`src/rtl/umul_stream_if.sv`:
```
// Shared clock/reset bundle for the fixed-point datapath blocks.
// WIDTH is the operand width used by every block on this bundle.
interface fixedp #(
    parameter int WIDTH = 8
);
    logic clk;
    logic reset;

    modport dut (
        input clk,
        input reset
    );
endinterface

```
`src/rtl/umul_stream.sv`:
```
// Pipelined WIDTH x WIDTH -> 2*WIDTH multiplier, signed or unsigned per beat,
// with a sideband tag and a single global advance for valid/ready flow control.
module umul_stream #(
    parameter int WIDTH      = 8,
    parameter int IN_STAGES  = 2,
    parameter int OUT_STAGES = 1,
    parameter int TAG_W      = 4
) (
    fixedp.dut                 g,
    input  logic               in_valid,
    output logic               in_ready,
    input  logic [WIDTH-1:0]   a,
    input  logic [WIDTH-1:0]   b,
    input  logic               sgn,
    input  logic [TAG_W-1:0]   tag_in,
    output logic               out_valid,
    input  logic               out_ready,
    output logic [2*WIDTH-1:0] f,
    output logic [TAG_W-1:0]   tag_out
);

    localparam int PW = 2 * WIDTH;

    logic             adv;
    logic [WIDTH-1:0] m_a;
    logic [WIDTH-1:0] m_b;
    logic             m_s;
    logic             m_v;
    logic [TAG_W-1:0] m_t;

    assign adv      = !out_valid | out_ready;
    assign in_ready = adv;

    if (IN_STAGES == 0) begin : g_no_in
        assign m_a = a;
        assign m_b = b;
        assign m_s = sgn;
        assign m_t = tag_in;
        assign m_v = in_valid;
    end else begin : g_in
        logic [WIDTH-1:0] a_r [IN_STAGES];
        logic [WIDTH-1:0] b_r [IN_STAGES];
        logic             s_r [IN_STAGES];
        logic [TAG_W-1:0] t_r [IN_STAGES];
        logic             v_r [IN_STAGES];

        always_ff @(posedge g.clk) begin
            if (g.reset) begin
                for (int i = 0; i < IN_STAGES; i++) begin
                    v_r[i] <= 1'b0;
                end
            end else if (adv) begin
                v_r[0] <= in_valid;
                for (int i = 1; i < IN_STAGES; i++) begin
                    v_r[i] <= v_r[i-1];
                end
            end
        end

        // Operand registers carry no reset so they can be retimed into a DSP.
        always_ff @(posedge g.clk) begin
            if (adv) begin
                a_r[0] <= a;
                b_r[0] <= b;
                s_r[0] <= sgn;
                t_r[0] <= tag_in;
                for (int i = 1; i < IN_STAGES; i++) begin
                    a_r[i] <= a_r[i-1];
                    b_r[i] <= b_r[i-1];
                    s_r[i] <= s_r[i-1];
                    t_r[i] <= t_r[i-1];
                end
            end
        end

        assign m_a = a_r[IN_STAGES-1];
        assign m_b = b_r[IN_STAGES-1];
        assign m_s = s_r[IN_STAGES-1];
        assign m_t = t_r[IN_STAGES-1];
        assign m_v = v_r[IN_STAGES-1];
    end

    // Extending to 2*WIDTH makes the truncated product exact in both modes.
    logic [PW-1:0] ax;
    logic [PW-1:0] bx;
    logic [PW-1:0] prod;

    always_comb begin
        ax   = {{WIDTH{m_s & m_a[WIDTH-1]}}, m_a};
        bx   = {{WIDTH{m_s & m_b[WIDTH-1]}}, m_b};
        prod = ax * bx;
    end

    logic [PW-1:0]    p_o [OUT_STAGES+1];
    logic [TAG_W-1:0] t_o [OUT_STAGES+1];
    logic             v_o [OUT_STAGES+1];

    always_ff @(posedge g.clk) begin
        if (g.reset) begin
            for (int i = 0; i <= OUT_STAGES; i++) begin
                p_o[i] <= '0;
                t_o[i] <= '0;
                v_o[i] <= 1'b0;
            end
        end else if (adv) begin
            p_o[0] <= prod;
            t_o[0] <= m_t;
            v_o[0] <= m_v;
            for (int i = 1; i <= OUT_STAGES; i++) begin
                p_o[i] <= p_o[i-1];
                t_o[i] <= t_o[i-1];
                v_o[i] <= v_o[i-1];
            end
        end
    end

    assign out_valid = v_o[OUT_STAGES];
    assign f         = p_o[OUT_STAGES];
    assign tag_out   = t_o[OUT_STAGES];

    a_stall_hold: assert property (
        @(posedge g.clk) disable iff (g.reset)
        (out_valid && !out_ready) |=>
        (out_valid && $stable(f) && $stable(tag_out))
    );

    a_reset_empty: assert property (
        @(posedge g.clk) g.reset |=> !out_valid
    );

endmodule

```
`src/flat_wrapper.sv`:
```
// flat-port wrapper written by rule: the top's interface ports become plain ports
module umul_stream_flat 
#(
    parameter int WIDTH      = 8,
    parameter int IN_STAGES  = 2,
    parameter int OUT_STAGES = 1,
    parameter int TAG_W      = 4
)
  (in_valid, in_ready, a, b, sgn, tag_in, out_valid, out_ready, f, tag_out, g_clk, g_reset);
  fixedp #(.WIDTH(WIDTH)) g_i ();
  input  logic in_valid;
  output logic in_ready;
  input  logic [WIDTH-1:0] a;
  input  logic [WIDTH-1:0] b;
  input  logic sgn;
  input  logic [TAG_W-1:0] tag_in;
  output logic out_valid;
  input  logic out_ready;
  output logic [2*WIDTH-1:0] f;
  output logic [TAG_W-1:0] tag_out;
  input wire logic [$bits(g_i.clk)-1:0] g_clk;
  input wire logic [$bits(g_i.reset)-1:0] g_reset;
  assign g_i.clk = g_clk;
  assign g_i.reset = g_reset;
  umul_stream #(.WIDTH(WIDTH), .IN_STAGES(IN_STAGES), .OUT_STAGES(OUT_STAGES), .TAG_W(TAG_W)) u_core (.g(g_i), .in_valid(in_valid), .in_ready(in_ready), .a(a), .b(b), .sgn(sgn), .tag_in(tag_in), .out_valid(out_valid), .out_ready(out_ready), .f(f), .tag_out(tag_out));
endmodule
```
`config.mk`:
```
export PLATFORM = sky130hd
export DESIGN_NAME = umul_stream_flat
export DESIGN_NICKNAME = d
export VERILOG_FILES = /design/src/rtl/umul_stream_if.sv /design/src/rtl/umul_stream.sv /design/src/flat_wrapper.sv
export SDC_FILE = /design/constraint.sdc
export NUM_CORES = 1
export LEC_CHECK = 0
export CORE_MARGIN = 10
export CORE_UTILIZATION = 55
export CTS_BUF_LIST = sky130_fd_sc_hd__clkbuf_16
export DETAILED_ROUTE_END_ITERATION = 8
export MAX_ROUTING_LAYER = met4
export PLACE_DENSITY = 0.8
export SYNTH_ARGS = -nofsm -noshare
export SYNTH_HDL_FRONTEND = slang
export SYNTH_SLANG_ARGS = --single-unit
```
`constraint.sdc`:
```
create_clock -name g_clk -period 12.4 [get_ports g_clk]
set_input_delay 2.48 -clock g_clk [delete_from_list [all_inputs] [get_ports g_clk]]
set_output_delay 2.48 -clock g_clk [all_outputs]
set_load 0.01 [all_outputs]
```
; ---- After elaboration in Yosys (flattened, before gate mapping)
; Memories as Yosys holds them, arrays and structs flattened.
; Index checks and enable logic that the tools add are counted.
; Widths: inputs -> output; s select.
[classes]
mul = 1
mux = 14
bitwise_logic = 11
reduce_logical = 1
[ops]
columns = op, count
row1 = $mux 16, 2
row2 = $mul 9x9->16, 1
row3 = $mux 1, 10
row4 = $or 1x1->1, 9
row5 = $mux 4, 2
row6 = $and 1x1->1, 2
row7 = $logic_not 1->1, 1
[totals]
regBits = 0
ramBits = 86
in_bits = 25
out_inout_bits = 22
elab_cells = 35
mem_count = 8
[mem_list]
columns = memory, words, word_bits, read_ports, rd_ports_with_merged_regs, wr, line
row1 = u_core.p_o, 2, 16, 2, 0, 2, umul_stream.sv:94  ; logic [PW-1:0] p_o [OUT_STAGES+1];
row2 = u_core.g_in.a_r, 2, 8, 2, 0, 2, umul_stream.sv:41  ; logic [WIDTH-1:0] a_r [IN_STAGES];
row3 = u_core.g_in.b_r, 2, 8, 2, 0, 2, umul_stream.sv:42  ; logic [WIDTH-1:0] b_r [IN_STAGES];
row4 = u_core.g_in.t_r, 2, 4, 2, 0, 2, umul_stream.sv:44  ; logic [TAG_W-1:0] t_r [IN_STAGES];
row5 = u_core.t_o, 2, 4, 2, 0, 2, umul_stream.sv:95  ; logic [TAG_W-1:0] t_o [OUT_STAGES+1];
row6 = u_core.g_in.s_r, 2, 1, 2, 0, 2, umul_stream.sv:43  ; logic s_r [IN_STAGES];
row7 = +2 memories, n/a, n/a, n/a, n/a, n/a, n/a

; ---- Depth between registers and ports, before layout
; Gate-level depths: netlist (run 1).
[logic_depth]
depth_word = 6
ltp_mapped = 19

; ---- Worst setup path before layout (run 1)
; OpenSTA, ideal clock, no wires.
[synth_path]
path_type = in2out
start = input out_ready
end = output in_ready
arrival_ps = 3640
required_ps = 9920
setup_slack_ps = 6280
stages = 1
path_buffers = 0
cell_sequence = nand2b_1
[synth_via]
elab_chain_cells = 1
[synth_lines]
columns = item, line
row1 = "start, declared", flat_wrapper.sv:18  ; input logic out_ready;
row2 = $or 1x1->1, umul_stream.sv:31  ; assign adv = !out_valid | out_ready;
row3 = "end, declared", flat_wrapper.sv:12  ; output logic in_ready;
; Every way passes these cells.

; ---- Worst setup path after layout (run 1)
; Ends and elaborated chain as after synthesis.

==> results of run 1 <==
area by class of cell:
class,count,area (um2)
clock inverters,6,71.3
repair buffers,48,475
well taps,136,170
flip-flops and latches,86,2580
multi-input cells,273,2720
clock buffers,9,225
inverters,61,229
fillers,736,3760
placed cells by master (no fill, tap or decap), types with 4 or more instances in the layout:
cell type                         instances
sky130_fd_sc_hd__clkbuf_16                9
sky130_fd_sc_hd__xor2_1                   5
sky130_fd_sc_hd__fa_1                    63
sky130_fd_sc_hd__edfxtp_1                86
sky130_fd_sc_hd__a21oi_1                  6
sky130_fd_sc_hd__xnor2_1                 12
sky130_fd_sc_hd__nand2b_1                 4
sky130_fd_sc_hd__ha_1                    33
sky130_fd_sc_hd__nor2_1                  18
sky130_fd_sc_hd__and2_1                  70
sky130_fd_sc_hd__inv_1                   61
sky130_fd_sc_hd__nand2_1                 35
sky130_fd_sc_hd__clkdlybuf4s50_1         46
power groups by stage:
stage | clock, mW | sequential [mW] | combinational, mW
2_1_floorplan | 0 | 0.392 | 0.518
3_5_place_dp | 0 | 0.402 | 0.650
4_1_cts | 0.272 | 0.396 | 0.659
6_report | 0.265 | 0.396 | 0.651
5_1_grt | 0.283 | 0.400 | 0.739
3_3_place_gp | 0 | 0.401 | 0.634
stage by stage:
stage	setup slack (ns)	hold WS (ns)	util
finish	5.78	0.415	0.633
global route	5.69	0.422	0.633
CTS	5.77	0.416	0.633
detailed placement	5.78	0.405	0.604
global placement	5.80	0.402	0.604
floorplan	6.28	0.400	-
cell families (layout without fill, tap and decap cells):
group	count (synthesis)	in the layout	share of synthesized area
flip-flops	86	86	0.452
adder cells (fa/ha/maj)	96	96	0.293
buffers and inverters	92	124	0.0735
XOR/XNOR	17	17	0.0260
AO/OA/AOI/OAI	18	18	0.0223
AND/OR/NAND/NOR	142	142	0.134
flip-flops by register name, summed over array words and instances (netlist names):
signal	cells
u_core.g_in.v_r	2
u_core.g_in.b_r	16
u_core.v_o	2
u_core.g_in.s_r	2
u_core.g_in.t_r	8
u_core.t_o	8
u_core.g_in.a_r	16
u_core.p_o	32
critical path: cells and delay by family:
family | cells | cell delay (ns)
simple gates | 1 | 0.10
buf+inv | 3 | 1.54
worst min path at each step:
stage	startpoint	end	slack, ns	depth (start not counted)
global placement	u_core.g_in.a_r[0][7]	u_core.g_in.a_r[0][15]	0.40	0
CTS	u_core.g_in.s_r[0][0]	u_core.g_in.s_r[0][1]	0.42	0
global route	u_core.g_in.b_r[0][5]	u_core.g_in.b_r[0][13]	0.42	0
floorplan	u_core.g_in.a_r[0][2]	u_core.g_in.a_r[0][10]	0.40	0
detailed placement	u_core.g_in.b_r[0][2]	u_core.g_in.b_r[0][10]	0.40	0
finish	u_core.g_in.s_r[0][0]	u_core.g_in.s_r[0][1]	0.42	0
metal layers:
metal	wire (um)	vias to the layer above	global-route usage
met1	3700	1560	0.158
met4	190	0	0.0507
li1	-	1476	-
met2	4910	85	0.233
met5	0	-	-
met3	478	11	0.0291
==> results.md, run 1 <==
- The part of the total power dissipated in combinational logic is 0.496.
- The average wire per cell in the routed design is 15.0 um.
- The number of resized instances in the post-cts repair step is 0.
- The biggest area consumer among synthesized cells is sky130_fd_sc_hd__edfxtp_1.
- Across every metal layer, demand over resource in global routing totals 0.138.
- Summed over all cells, the static leakage comes to 2.84 nW.
- The sink count of the clock tree is 86.
- The post-synthesis sequential area ratio is 0.452.
- The number of antenna violations at the first check in global routing is 0.
- TritonCTS built the clock tree.
- Data arrives at the worst endpoint at 4.14 ns.
- The wire length after detailed routing is 9280 um.
- Of the cells placed in the final design, the portion with a size suffix greater than 1 is 0.0559.
- The startpoint of the lowest-slack register-to-register path is u_core.g_in.b_r[0][15].
- The count of vias placed by the detailed router is 3132.
- The post-place instance area is 0.00617 mm2.
- The number of global-route vias before repair was 3440.
- The tree is rooted in a sky130_fd_sc_hd__clkbuf_16.
- STA classifies the critical path startpoint as an input pin.
- The required time of the worst setup path is 9.92 ns.
- Counting flops with a built-in enable in the synthesized netlist gives 86.
- The repair_antennas step left the layout with diodes totalling 0.
- The final total power is 1.31 mW.
- The number of max-slew violations in the final report is 0.
- Excluding fillers, the count of instances in the completed layout stands at 619.
- The die is 122 um wide.
- The H-tree generated during clock tree synthesis spans 3 levels.
- Derived from the worst setup path, the maximum achievable clock frequency is 151 MHz.
- The first-pass iteration count of the detailed router is 4.
- The number of buffers inserted by port buffering is 46.
- The power density relative to cell area is 203 mW/mm2.
- The design internal power is 0.842 mW.
- Of the total power, registers draw 0.302.
- Setup violations remaining at the end of the flow were counted as 0.
- Clock tree synthesis inserted a total of 9 buffers.
- The floorplan has 37 rows.
- The die outline area is 0.0149 mm2.
- The average instance in the mapped netlist occupies 12.7 um2.
- The number of cells on the worst reg-to-reg path is 16.
- The path type of the worst min-delay path is register to register.
- The floorplan core area is 0.0102 mm2.
- The total count of hold-check failures in the final report was 0.
- The Yosys step of the flow raised 0 warnings.
- Of the available clock period, the critical path in the final layout requires 0.534.
- The clock tree buffer depth is 2.
- The critical path class is input pin to output port.
- The residual overflow from global routing is 0.
- IR analysis of the VDD net gives a maximum drop of 157 uV.
- The most numerous cell type found on the critical path is sky130_fd_sc_hd__clkdlybuf4s50_1.
- The portion of total power attributed to the clock network is 0.202.
- The endpoint identified for the worst register-to-register timing path is u_core.p_o[0][14].
- Entering global routing, the biggest net connects 47 pins.
- The post-synthesis instance area is 0.00572 mm2.
- Synthesis instantiated 29 different standard cells from the library.
- The HPWL after detailed placement is 7060 um.
- The number of flip-flops and latches in the synthesized netlist is 86.
- At the end of routability-driven placement, the weighted congestion stood at 0.856.
- The buffer count from post-CTS setup fixing is 0.
- Counting every net in the synthesized netlist gives 572.
- After routing the design area is 0.00647 mm2.
- The flow ran to the end, and the final reports show no timing, DRC or antenna violations.
- The clock insertion delay at the later pin of the skew report is 0.33 ns.
- Of the post-synthesis cell area, the dominant cell type holds 0.452.
- During I/O placement, the number of pins put on the boundary was 47.
- The endpoint class of the critical path is an output port.
- The layout-stage area growth over the synthesis result is 13.2%.
- The longest individual stage delay on the worst path is 0.66 ns.
- Among all cell types in the netlist, the one instantiated most often is sky130_fd_sc_hd__edfxtp_1.
- The worst slew margin relative to its limit is 0.343.
- At the pin with the least slew margin, the transition time is 0.985 ns.
- After routing, the total negative slack on setup checks comes to 0 ns.
- The leading register cell type out of synthesis is sky130_fd_sc_hd__edfxtp_1.
- The slowest stage of the critical path belongs to the cell sky130_fd_sc_hd__clkdlybuf4s50_1.
- By area the synthesized netlist is led by sky130_fd_sc_hd__edfxtp_1 (45%), sky130_fd_sc_hd__fa_1 (22%), sky130_fd_sc_hd__and2_1 (7.7%).
- In the routed layout, each cell is associated on average with a via count of 5.06.
- The final net count is 600.
- The die is 122 um tall.
- The starting density of the core is 0.559.
- The fraction of registers with async set or reset after synthesis is 0.
- The number of maximum-capacitance violations is 0.
- The timing startpoint of the critical path is out_ready.
- For flop-to-flop paths, the worst setup slack is 7.02 ns.
- The post-route antenna net violation count is 0.
- For the final database, setup skew stands at 0.00874 ns.
- In the synthesized netlist, the cells that appear most often are sky130_fd_sc_hd__edfxtp_1 (86), sky130_fd_sc_hd__and2_1 (70), sky130_fd_sc_hd__fa_1 (63).
- The number of instances in the placed design is 604.
- The peak fanout along the critical path is 46.
- The net switching component of the power is 0.470 mW.
- Hold repair after CTS inserted 0 buffers.
- The most critical setup path has its endpoint at in_ready.
- In the routed design, unresolved DRC markers number 0.
- The switching part of the total power is 0.358.
- After layout, the minimum clock period comes to 6.62 ns.
- Traced cell by cell, the critical path runs through clkdlybuf4s50_1 > nand2b_2 > buf_4 > clkdlybuf4s50_1.
- The iteration-0 DRC count of the detailed router is 169.
- The first global-routing pass estimated 15700 um of wire.
- Setup repair after global routing left no endpoint under its margin.
- Counting every instance in the synthesized netlist gives 451.
- Clock-pin slew was measured on the worst setup and hold paths at 0.06 ns.
(Power assumes the default switching activity.)
==> run 2: changes to the inputs <==
--- a/config.mk
+++ b/config.mk
@@ -6,11 +6,11 @@
 export NUM_CORES = 1
 export LEC_CHECK = 0
 export CORE_MARGIN = 10
-export CORE_UTILIZATION = 55
+export CORE_UTILIZATION = 53
 export CTS_BUF_LIST = sky130_fd_sc_hd__clkbuf_16
 export DETAILED_ROUTE_END_ITERATION = 8
 export MAX_ROUTING_LAYER = met4
-export PLACE_DENSITY = 0.8
+export PLACE_DENSITY = 0.81
 export SYNTH_ARGS = -nofsm -noshare
 export SYNTH_HDL_FRONTEND = slang
 export SYNTH_SLANG_ARGS = --single-unit
==> constraint.sdc (replaced) <==
create_clock -name g_clk -period 5.7 [get_ports g_clk]
set_input_delay 1.14 -clock g_clk [delete_from_list [all_inputs] [get_ports g_clk]]
set_output_delay 1.14 -clock g_clk [all_outputs]
set_load 0.01 [all_outputs]
==> run 2 against run 1 <==
Effect of this change:
- global-route usage is 0.40 points higher
- clock power is 120% higher
- worst setup slack worse by 5.4 ns
- critical endpoint is now u_core.p_o[0][14]
- power is 120% higher
- critical path depth is 12 higher
- clock-buffer cell count stayed put
- via count is 1.5% higher
- register-to-register slack worse by 6.6 ns
- worst hold slack better by 0.0032 ns
- utilization is 1.1 points lower
- clock skew is 0.00067 ns lower
- highest routed layer unchanged
- sequential share of layout area stayed put
==> results.md, run 2 (synthesis results as in run 1) <==
- Status: finished, final reports clean (unchanged).
- The required time of the worst setup path is 5.77 ns (was 9.92 ns).
- The clock root buffer is sky130_fd_sc_hd__clkbuf_16 (unchanged).
- The register with the most flip-flops is u_core.p_o (unchanged).
- The clock tree buffer depth came to 2 (unchanged).
- The wire length after detailed routing is 9750 um (was 9280 um).
- The number of global-route vias before repair was 3504 (was 3440).
- The end of the worst register-to-register path is u_core.p_o[0][14] (unchanged).
- The total count of hold-check failures in the final report is 0 (unchanged).
- The cell leakage power was 2.84 nW (unchanged).
- The global-route usage over all layers is 0.142 (was 0.138).
- The clock insertion delay at the later pin of the skew report was 0.33 ns (about the same).
- The timing startpoint of the critical path is u_core.g_in.b_r[0][15] (was out_ready).
- The post-detailed-route via-to-cell ratio came to 5.13 (was 5.06).
- The maximum vdd drop was 366 uV (was 157 uV).
- The amount of wire on met2 after detailed routing came to 5140 um (was 4910 um).
- The residual overflow from global routing is 0 (unchanged).
- Registers with the highest flip-flop counts: u_core.p_o (32), u_core.g_in.a_r (16), u_core.g_in.b_r (16) (unchanged).
- The number of max-slew violations in the final report came to 0 (unchanged).
- The uppermost signal routing layer after detailed routing is met4 (unchanged).
- The critical path class is register to register (was input pin to output port).
- The count of vias placed by the detailed router came to 3178 (was 3132).
- The final number of setup-violating endpoints is 0 (unchanged).
- The iteration-0 DRC count of the detailed router is 137 (was 169).
- The number of instances in the placed design is 604 (unchanged).
- The total CTS buffers is 9 (unchanged).
- The register-to-register path setup slack is 0.37 ns (was 7.02 ns).
- Most frequent cells in the layout: sky130_fd_sc_hd__edfxtp_1 (86), sky130_fd_sc_hd__and2_1 (70), sky130_fd_sc_hd__fa_1 (63), sky130_fd_sc_hd__inv_1 (61), sky130_fd_sc_hd__clkdlybuf4s50_1 (46) (unchanged).
- The arrival time at the worst endpoint is 5.40 ns (was 4.14 ns).
- The layout-stage area growth over the synthesis result came to 13.2% (unchanged).
- The clock transition at the registers of the reported paths is 0.06 ns (about the same).
- The number of core rows is 37 (unchanged).
- The number of antenna violations at the first check in global routing was 0 (unchanged).
- The actual transition at the worst max-transition pin is 0.985 ns (about the same).
- The buffer count from post-CTS setup fixing was 0 (unchanged).
- The number of maximum-capacitance violations is 0 (unchanged).
- Dividing the final minimum period by the clock period gives 0.935.
- The cell depth of the worst min-delay path came to 0 (unchanged).
- The worst slew margin relative to its limit is 0.343 (about the same).
- The met3 routed wirelength is 367 um (was 478 um).
- The path depth of the worst reg2reg path is 16 (unchanged).
- The number of standard cells in the layout, taps in and fillers out is 619 (unchanged).
- The floorplan core area is 0.0104 mm2 (was 0.0102 mm2).
- The cell with the largest stage delay on the worst path is sky130_fd_sc_hd__fa_1 (was sky130_fd_sc_hd__clkdlybuf4s50_1).
- RSZ-0062 raised after global routing: false (unchanged).
- The peak fanout along the critical path is 10 (was 46).
- The post-DP HPWL is 7330 um (was 7060 um).
- The sink count of the clock tree is 86 (unchanged).
- The startpoint of the lowest-slack register-to-register path is u_core.g_in.b_r[0][15] (unchanged).
- The minimum period implied by the final worst setup slack is 5.33 ns.
- The longest individual stage delay on the worst path is 0.55 ns (was 0.66 ns).
- The final net count is 600 (unchanged).
- The TritonCTS clock tree is yes (unchanged).
- The critical path depth is 16 (was 4).
- Based on the critical path, the design can be clocked at up to 188 MHz.
- The endpoint class of the critical path is a register (was output port).
- The startpoint type of the worst setup path is a register (was input pin).
- The commonest non-fill, non-tap cell in the layout is sky130_fd_sc_hd__edfxtp_1 (unchanged).
- The die outline area is 0.0153 mm2 (was 0.0149 mm2).
- The weighted congestion reported at the end of routability-driven placement was 0.882 (was 0.856).
- The most frequent cell on the critical path is sky130_fd_sc_hd__fa_1 (was sky130_fd_sc_hd__clkdlybuf4s50_1).
- The die extent in x is 124 um (was 122 um).
- The number of resized instances in the post-cts repair step is 0 (unchanged).
- The final-layout worst hold slack is 0.418 ns (was 0.415 ns).
- The setup TNS came to 0 ns (unchanged).
- Sequence of cells on the critical path: nand2_1 > or2_2 > fa_1 > fa_1 > inv_1 > fa_1 > fa_1 > inv_1 > fa_1 > inv_1 > ha_1 > o21a_1 > a21oi_1 > a31oi_1 > xnor2_1 > nor2_1 (was clkdlybuf4s50_1 > nand2b_2 > buf_4 > clkdlybuf4s50_1).
- The number of buffers inserted by hold repair at cts is 0 (unchanged).
- The number of top-level pins is 47 (unchanged).
- The DRC violation count after routing was 0 (unchanged).
- The average wire per cell in the routed design is 15.7 um (was 15.0 um).
- The end of the worst hold path is u_core.g_in.a_r[0][10] (was u_core.g_in.s_r[0][1]).
- The share of cells above drive strength 1 is 0.0559 (unchanged).
- The maximum level of the CTS H-tree is 3 (unchanged).
- The first-pass iteration count of the detailed router came to 6 (was 4).
- The post-route antenna net violation count is 0 (unchanged).
- The launch point of the worst hold path is u_core.g_in.a_r[0][2] (was u_core.g_in.s_r[0][0]).
- The global-route wire length before repair was 16500 um (was 15700 um).
- The starting density of the core is 0.549 (was 0.559).
- The flip-flop count of the largest register after layout is 32 (unchanged).
- The path type of the worst min-delay path is register to register (unchanged).
- The worst path buffer plus inverter count is 3 (unchanged).
- The number of diodes is 0 (unchanged).
- The overall die height is 124 um (was 122 um).
- The setup skew after layout was 0.00807 ns (was 0.00874 ns).
- The number of buffers inserted by port buffering is 46 (unchanged).
- The largest net degree at the start of global routing is 46 (was 47).
- The final total power is 2.90 mW (was 1.31 mW).
- The routed length on met1 was 4030 um (was 3700 um).
- The family with the most delay on the worst path is adder cells (was buffers and inverters).
- The power density relative to cell area is 448 mW/mm2 (was 203 mW/mm2).
## run 2: worst max path at each step
stage	slack, ns	endpoint
final	0.37	u_core.p_o[0][14]
after global routing	0.05	u_core.p_o[0][14]
after CTS	0.34	u_core.p_o[0][14]
after detailed placement	0.41	u_core.p_o[0][15]
after global placement	0.56	u_core.p_o[0][15]
after floorplan	0.67	u_core.p_o[0][15]
## run 2: power by group
part           internal, mW  total (mW)  switching (mW)
sequential            0.822       0.861          0.0388
clock                 0.342       0.585           0.243
combinational         0.677        1.46           0.778
total                  1.84        2.90            1.06
## run 2: worst register-to-register path, cell delays in order, from the launching register on
cell and delay, ns:
sky130_fd_sc_hd__edfxtp_1 0.50, sky130_fd_sc_hd__nand2_1 0.27, sky130_fd_sc_hd__or2_2 0.36, sky130_fd_sc_hd__fa_1 0.48, sky130_fd_sc_hd__fa_1 0.55, sky130_fd_sc_hd__inv_1 0.05
sky130_fd_sc_hd__fa_1 0.50, sky130_fd_sc_hd__fa_1 0.54, sky130_fd_sc_hd__inv_1 0.06, sky130_fd_sc_hd__fa_1 0.53, sky130_fd_sc_hd__inv_1 0.04, sky130_fd_sc_hd__ha_1 0.36
sky130_fd_sc_hd__o21a_1 0.21, sky130_fd_sc_hd__a21oi_1 0.24, sky130_fd_sc_hd__a31oi_1 0.15, sky130_fd_sc_hd__xnor2_1 0.18, sky130_fd_sc_hd__nor2_1 0.06
## run 2: layout make-up
class | count | area [um2]
Tap cell | 136 | 170
Multi-Input combinational cell | 273 | 2720
Clock buffer | 9 | 225
Inverter | 61 | 229
Sequential cell | 86 | 2580
Clock inverter | 6 | 71.3
Timing Repair Buffer | 48 | 475
Fill cell | 781 | 3950
## run 2: metrics by stage
stage,instance area (um2),util,setup WS (ns)
2_1_floorplan,5720,-,0.671
3_3_place_gp,6170,0.593,0.561
3_5_place_dp,6170,0.593,0.410
4_1_cts,6470,0.621,0.336
5_1_grt,6470,0.621,0.0471
6_report,6470,0.621,0.372
## run 2: routing by layer
layer,up-vias,global-route usage
met3,17,0.0299
li1,1477,-
met2,74,0.245
met5,-,-
met4,0,0.0364
met1,1610,0.165
